[src/rtl/fifo_pipeline_sequencer.sv]
// fifo_pipeline_sequencer: frame sequencer for UART rx -> FIFO -> consumer (flush, receive, drain with per-byte dwell)
// Optional no-progress watchdog in RECV/DRAIN: define SEQ_TIMEOUT_EN (raises error code 4'hE).
module fifo_pipeline_sequencer #(
   parameter int HOLD_CYCLES    = 4,
   parameter int TIMEOUT_CYCLES = 65535,
   parameter int CNT_W          = 10
) (
   input  logic             clk,
   input  logic             reset,
   input  logic             start,
   input  logic             abort,
   input  logic             com_finish,
   input  logic [3:0]       com_error,
   input  logic             fifo_empty,
   input  logic             fifo_full,
   input  logic             out_start,
   input  logic [7:0]       out_data,
   input  logic             out_ack,
   output logic             com_enable,
   output logic             fifo_reset,
   output logic             fifo_to_out_en,
   output logic             out_finish,
   output logic [7:0]       data_reg,
   output logic [CNT_W-1:0] byte_count,
   output logic             busy,
   output logic             done,
   output logic             error,
   output logic [3:0]       error_code
);
   typedef enum logic [3:0] {IDLE, FLUSH, RECV, CHECK, DRAIN, HOLD, FIN, DONE, ERROR} stateT;
   localparam int HW = $clog2(HOLD_CYCLES + 1);
   stateT state, nextState;
   logic [HW-1:0] holdCnt;
   logic [3:0] nextCode;
   logic toHit, newFrame, take;
`ifdef SEQ_TIMEOUT_EN
   localparam int WW = $clog2(TIMEOUT_CYCLES + 1);
   logic [WW-1:0] wdCnt;
   always_ff @(posedge clk or posedge reset)
      if (reset) wdCnt <= '0;
      else if (nextState != state || com_finish || out_start) wdCnt <= '0;
      else if (state == RECV || state == DRAIN) wdCnt <= wdCnt + 1'b1;
   assign toHit = (state == RECV || state == DRAIN) && wdCnt == WW'(TIMEOUT_CYCLES - 1);
`else
   assign toHit = 1'b0 && (TIMEOUT_CYCLES != 0);
`endif
   always_comb begin
      nextState = state;
      nextCode = error_code;
      case (state)
         IDLE, DONE, ERROR: nextState = start ? FLUSH : state;
         FLUSH: nextState = RECV;
         RECV:
            if (com_error != 4'h0) begin
               nextState = ERROR;
               nextCode = com_error;
            end else if (fifo_full && !com_finish) begin
               nextState = ERROR;
               nextCode = 4'hF;
            end else if (com_finish) nextState = CHECK;
            else if (toHit) begin
               nextState = ERROR;
               nextCode = 4'hE;
            end
         CHECK: nextState = fifo_empty ? DONE : DRAIN;
         DRAIN:
            if (out_start) nextState = HOLD;
            else if (fifo_empty) nextState = DONE;
            else if (toHit) begin
               nextState = ERROR;
               nextCode = 4'hE;
            end
         HOLD: nextState = (holdCnt == HW'(HOLD_CYCLES) || out_ack) ? FIN : HOLD;
         FIN: nextState = DRAIN;
         default: nextState = IDLE;
      endcase
      if (abort) begin
         nextState = IDLE;
         nextCode = error_code;
      end
   end
   // FLUSH is only ever entered from a resting state, so it marks a new frame
   assign newFrame = nextState == FLUSH;
   assign take = state == DRAIN && out_start && !abort;
   always_ff @(posedge clk or posedge reset)
      if (reset) begin
         state <= IDLE;
         holdCnt <= HW'(1);
         data_reg <= '0;
         byte_count <= '0;
         error_code <= '0;
      end else begin
         state <= nextState;
         holdCnt <= state == HOLD ? holdCnt + 1'b1 : HW'(1);
         if (newFrame) begin
            data_reg <= '0;
            byte_count <= '0;
            error_code <= '0;
         end else begin
            error_code <= nextCode;
            if (take) begin
               data_reg <= out_data;
               byte_count <= &byte_count ? byte_count : byte_count + 1'b1;
            end
         end
      end
   assign com_enable = state == RECV;
   assign fifo_reset = state == FLUSH;
   assign fifo_to_out_en = state == DRAIN || state == HOLD;
   assign out_finish = state == FIN;
   assign busy = state inside {FLUSH, RECV, CHECK, DRAIN, HOLD, FIN};
   assign done = state == DONE;
   assign error = state == ERROR;
endmodule

[config.mk]
export PLATFORM = sky130hd
export DESIGN_NAME = fifo_pipeline_sequencer
export DESIGN_NICKNAME = d
export VERILOG_FILES = /design/src/rtl/fifo_pipeline_sequencer.sv
export SDC_FILE = /design/constraint.sdc
export NUM_CORES = 1
export LEC_CHECK = 0
export BUFFER_PORTS_ARGS = -buffer_cell sky130_fd_sc_hd__clkbuf_2
export CAP_MARGIN = 20
export CORE_MARGIN = 2
export CORE_UTILIZATION = 46
export CTS_CLUSTER_DIAMETER = 80
export DETAILED_ROUTE_END_ITERATION = 8
export GPL_TIMING_DRIVEN = 0
export PLACE_DENSITY = 0.75
export SLEW_MARGIN = 5
export SYNTH_ARGS = -nofsm -noshare
export SYNTH_HDL_FRONTEND = slang
export SYNTH_SLANG_ARGS = --single-unit
[constraint.sdc]
create_clock -name clk -period 2.1 [get_ports clk]
set_clock_uncertainty 0.2 [all_clocks]
set_input_delay 0.315 -clock clk [delete_from_list [all_inputs] [get_ports clk]]
set_output_delay 0.315 -clock clk [all_outputs]
set_load 0.02 [all_outputs]
Yosys cells after proc, flatten, opt, wreduce, memory -nomap -nowiden

Index checks and enable logic that the tools add are counted.

Register bits after elaboration: 29
Bits of input ports: 21
Output and inout port bits: 29
Logic and storage cells: 57

Add/sub/neg operators: 2
Equal/unequal tests: 12
Mux-type cells: 21
Reductions and logical operators: 17

Operator list:

| cell                  | number |
|---|---|
| $mux 4                | 12 |
| $mux 10               | 3 |
| $pmux 4 s7            | 1 |
| $eq 4x3->1 const B    | 4 |
| $mux 8                | 2 |
| $add 10x1->10 const B | 1 |
| $reduce_and 10->1     | 1 |
| $eq 4x1->1 const B    | 2 |
| $eq 4x2->1 const B    | 2 |
| $reduce_bool 6->1     | 1 |
| $eq 4x4->1 const B    | 1 |
| $logic_not 4->1       | 1 |
| $mux 2                | 2 |
| $reduce_bool 2->1     | 2 |
| $reduce_bool 4->1     | 1 |
| $add 3x1->3 const B   | 1 |
| $eq 3x3->1 const B    | 1 |
| $logic_and 1x1->1     | 3 |
| $mux 3                | 1 |
| $reduce_and 3->1      | 1 |
| $reduce_bool 3->1     | 1 |
| $reduce_or 3->1       | 1 |
| $logic_not 1->1       | 2 |
| $logic_or 1x1->1      | 2 |
| other kinds (3)       | 3 |

Logic depth before layout (Yosys ltp)

Depth in word-level cells: 9
Gate-level depth with buffers: 8
Depth with buffers taken out: 7

Worst setup path before layout

OpenSTA, ideal clock, no wires.

Path kind: register -> register
Start: reg state[0]
End: reg error_code[2]
Setup time: 0.146 ns
Arrival time: 1.827 ns
Data required time: 1.754 ns
Setup slack: -0.074 ns
Cell stages (with the launch flop): 7
Buffers on the path: 1
Period minus slack after synthesis: 2.174 ns
Cell sequence: dfrtp_1 -> nor4b_2 -> nand3_1 -> o2111ai_1 -> o2111a_1 -> buf_2 -> a211oi_1

Elaborated cells on any way between the ends: 24
Classes of those cells: eq/ne: 10; mux: 9; reduce/logical: 5

RTL lines:

| element                                             | line | RTL |
|---|---|---|
| start, declared                                     | 32   | `stateT state, nextState;` |
| start signal, assigned                              | 93   | `state <= nextState;` |
| $eq 4x2->1 *                                        | n/a  |  |
| via com_enable                                      | 19   | `output logic com_enable,` |
| $pmux 4 s7                                          | 50   | `case (state)` |
| $mux 4                                              | 77   | `if (abort) begin` |
| $eq 4x1->1                                          | 83   | `assign newFrame = nextState == FLUSH;` |
| $ne 2x1->1 (no source line) (tied with other cells) | n/a  |  |
| $reduce_and 3->1 (no source line)                   | n/a  |  |
| end signal, assigned                                | 100  | `error_code <= nextCode;` |
| end, declared                                       | 28   | `output logic [3:0] error_code` |

The timed path passes the listed nets; every way through them passes the cells marked *.
A chain may end at the register's enable or synchronous reset.

Worst setup path after layout

Start: reg state[0]
End: reg error_code[1]

Longest elaborated chain between the ends: 8
Elaborated cells on any way between the ends: 24
Classes of those cells: eq/ne: 10; mux: 9; reduce/logical: 5

RTL lines:

| element                                             | line | RTL |
|---|---|---|
| $mux 4                                              | 60   | `end else if (com_finish) nextState = CHECK;` |
| $mux 4                                              | 57   | `end else if (fifo_full && !com_finish) begin` |
| $mux 4                                              | 54   | `if (com_error != 4'h0) begin` |
| $pmux 4 s7                                          | 50   |  |
| $mux 4                                              | 77   |  |
| $eq 4x1->1                                          | 83   |  |
| $ne 2x1->1 (no source line) (tied with other cells) | n/a  |  |
| $reduce_and 3->1 (no source line)                   | n/a  |  |

Parallel ways exist; a longest one is shown, timed or not.

==> metrics.md <==
| Metric | Value |
|---|---|
| Yosys Warn Count | `0` |
| Cell area power density | `550 nW/um^2` |
| Die area | `4040 um^2` |
| Root Buffer | `clkbuf_4` |
| Switch Pwr | `438 uW` |
| Slew @ Worst Pin | `0.601 ns` |
| DP HPWL | `2620 um` |
| Cell Count, Final, Fillers Out | `308` |
| Hold_ws | `0.0321 ns` |
| Clock power share | `0.259` |
| Max Slew Vio Count | `0` |
| Chip Width | `63.6 um` |
| Switch share | `0.329` |
| Synth top area share | `0.429` |
| Final Critical Period | `2.10 ns` |
| Element type at the critical path start | `flop` |
| Post-Synthesis Cell Area | `1630 um^2` |
| First-pass GRT wire length | `6400 um` |
| Combinational share of power | `0.273` |
| P_leak | `0.00112 uW` |
| Worst EP required | `2.16 ns` |
| Rel. slew slack | `0.599` |
| Max-cap viol count | `0` |
| Pre-CTS setup slack | `-0.332 ns` |
| Sequential share of power | `0.469` |
| Area grow syn2layout | `48.3%` |
| Total track usage | `0.201` |
| Peak VDD IR | `547 uV` |
| Clock latency on the worst-skew pair | `0.33 ns` |
| Max reg flops | `10` |
| Post-synth EDFFs | `0` |
| Syn Inst Count | `182` |
| Number of H-tree levels | `2` |
| CP Class | `flop to flop` |
| Timing-limited maximum frequency | `0.477 GHz` |
| Die height | `63.6 um` |
| Worst Hold Depth | `2` |
| Outcome | `finished clean` |
| Post-synthesis cell type count | `44` |
| Residual DRC | `0` |
| Worst hold path class | `input port to flop` |
| Power, Total | `1330 uW` |
| Setup slack after layout | `0.00361 ns` |
| IO Port Bufs | `49` |
| Dominant synthesized flop cell | `dfrtp_1` |
| Synth top area cells | `dfrtp_1 (43%), nand2_1 (6.4%), nor2_1 (5.7%)` |
| Core Box Area | `3360 um^2` |
| Avg WL per Cell | `13.5 um` |
| Vias in the first global route | `1,403` |
| GRT overflow | `0` |
| Yosys top cell by area | `dfrtp_1` |
| Placer Congestion | `0.887` |
| CTS clk-pin slew, worst paths | `0.10 ns` |
| N_diodes | `0` |
| Finished Core Util | `0.720` |
| Synth async-reset ratio | `1.00` |
| First-pass DRT Iterations | `4` |
| RSZ-0062 raised after global routing | `yes` |
| CTS tree | `yes` |
| Share of layout cells above drive strength 1 | `0.424` |
| Fin crit share | `0.998` |
| Worst Path Max Fanout | `6` |
| Syn Area/Cell | `8.97 um^2` |
| Final setup violating endpoints | `0` |
| Seq cells post-synth | `29` |
| Largest net degree at the start of global routing | `30` |
| TritonCTS Buffers | `5` |
| FP Rows | `21` |
| WL final | `4140 um` |
| Final hold vios | `0` |
| Post-synth net total | `206` |
| Starting Density | `0.485` |
| CTS Sinks | `29` |
| Initial antenna violation count | `0` |
| DR iter-0 viols | `46` |
| Routed vias | `1,628` |
| Slack of the worst reg-to-reg path | `0.004 ns` |
| Antenna viol nets, final | `0` |
| Placed insts | `277` |
| Seq/Total Area, Yosys | `0.445` |
| IO Pins | `50` |
| Internal power | `894 uW` |
| Cells on worst reg2reg path | `6` |
| Vias per Instance | `5.29` |
| Arr. time, crit path | `2.15 ns` |
| Post-synth top cells | `dfrtp_1 (28), nand2_1 (28), nor2_1 (25)` |
| Clock Tree Buf Depth | `2` |
| Crit end category | `flop` |
| Final nets | `285` |
==> cell usage in the layout, fill, tap and decap left out, drive strengths merged, types with 2 or more instances in the layout <==
| cell | netlist | routed |
|---|---|---|
| clkbuf | 3 | 55 |
| nand2 | 28 | 28 |
| dfrtp | 28 | 28 |
| nor2 | 25 | 25 |
| buf | 5 | 21 |
| a21oi | 12 | 12 |
| dlygate4sd3 | 0 | 9 |
| nand3 | 8 | 8 |
| a211oi | 7 | 7 |
| inv | 7 | 7 |
| nor3 | 6 | 6 |
| and2 | 4 | 4 |
| xor2 | 4 | 4 |
| nand4 | 4 | 4 |
| mux2i | 4 | 4 |
| clkinvlp | 0 | 3 |
| ha | 3 | 3 |
| nor3b | 3 | 3 |
| nor4 | 2 | 2 |
| o21ai | 2 | 2 |
| or4bb | 2 | 2 |
| o2111ai | 2 | 2 |
| nand2b | 2 | 2 |
| and4 | 2 | 2 |
| nor4b | 2 | 2 |
| or3 | 2 | 2 |
| or2 | 2 | 2 |
==> kinds of logic (layout without fill, tap and decap cells) <==
logic type	Yosys count	after routing	synth area share
buffers and inverters	15	95	0.0421
adder cells (fa/ha/maj)	3	3	0.0230
AND/OR/NAND/NOR	97	97	0.322
AO/OA/AOI/OAI	29	29	0.116
multiplexers	4	4	0.0245
flip-flops	29	29	0.445
XOR/XNOR	5	5	0.0268
==> path summary, 6_finish.rpt <==
path,from,end
worst max-delay path,state[0]$_DFF_PP0_,error_code[1]$_DFFE_PP0P_
worst min-delay path,abort,state[1]$_DFF_PP0_
worst max register to register,state[0]$_DFF_PP0_,error_code[1]$_DFFE_PP0P_
worst min register to register,holdCnt[0]$_DFF_PP1_,holdCnt[0]$_DFF_PP1_
max in group asynchronous,reset,state[1]$_DFF_PP0_
min in group asynchronous,reset,error_code[3]$_DFFE_PP0P_
==> worst max-delay path, stage by stage, from the launching register on <==
cell and delay (ns):
dfrtp_2 0.46, or4bb_1 0.51, o211ai_1 0.23, a221oi_2 0.11, o2111a_2 0.22, buf_4 0.15, a211oi_2 0.14
==> cell type report <==
| type | count | area (um^2) |
|---|---|---|
| tap | 46 | 57.6 |
| sequential | 29 | 731 |
| clock inverter | 3 | 22.5 |
| clock buffer | 5 | 37.5 |
| inverter | 7 | 26.3 |
| buffer | 8 | 78.8 |
| fill | 256 | 942 |
| timing repair buffer | 72 | 479 |
| multi-input combinational | 138 | 988 |
==> power by group through the flow <==
stage	logic, uW	clock network (uW)	registers [uW]
CTS	316	352	625
global route	393	386	629
floorplan	131	0	669
detailed placement	261	0	634
global placement	258	0	634
finish	363	344	624
==> metrics by stage <==
| step | cell area (um^2) | TNS (ns) |
|---|---|---|
| after floorplan | 1640 | 0 |
| after global placement | 1940 | -5.51 |
| after detailed placement | 1940 | -6.22 |
| after CTS | 2240 | -0.00895 |
| after global routing | 2420 | -1.32 |
| final | 2420 | 0 |
==> per-layer routing <==
layer,GRT usage,vias up,wire (um)
met3,0.0518,9,181
met4,0.0679,0,80
met2,0.322,42,2020
met1,0.263,776,1860
li1,-,801,-
met5,0,-,0
==> timing repair <==
| item | CTS | global route |
|---|---|---|
| hold buffers | 8 | 1 |
| resized for setup | 33 | 21 |
| endpoints found under the setup margin | 28 | 26 |
| pin swaps | 9 | 7 |
| setup buffers | 5 | 8 |
| hold endpoints to repair | 8 | 12 |
(Power assumes the default switching activity.)
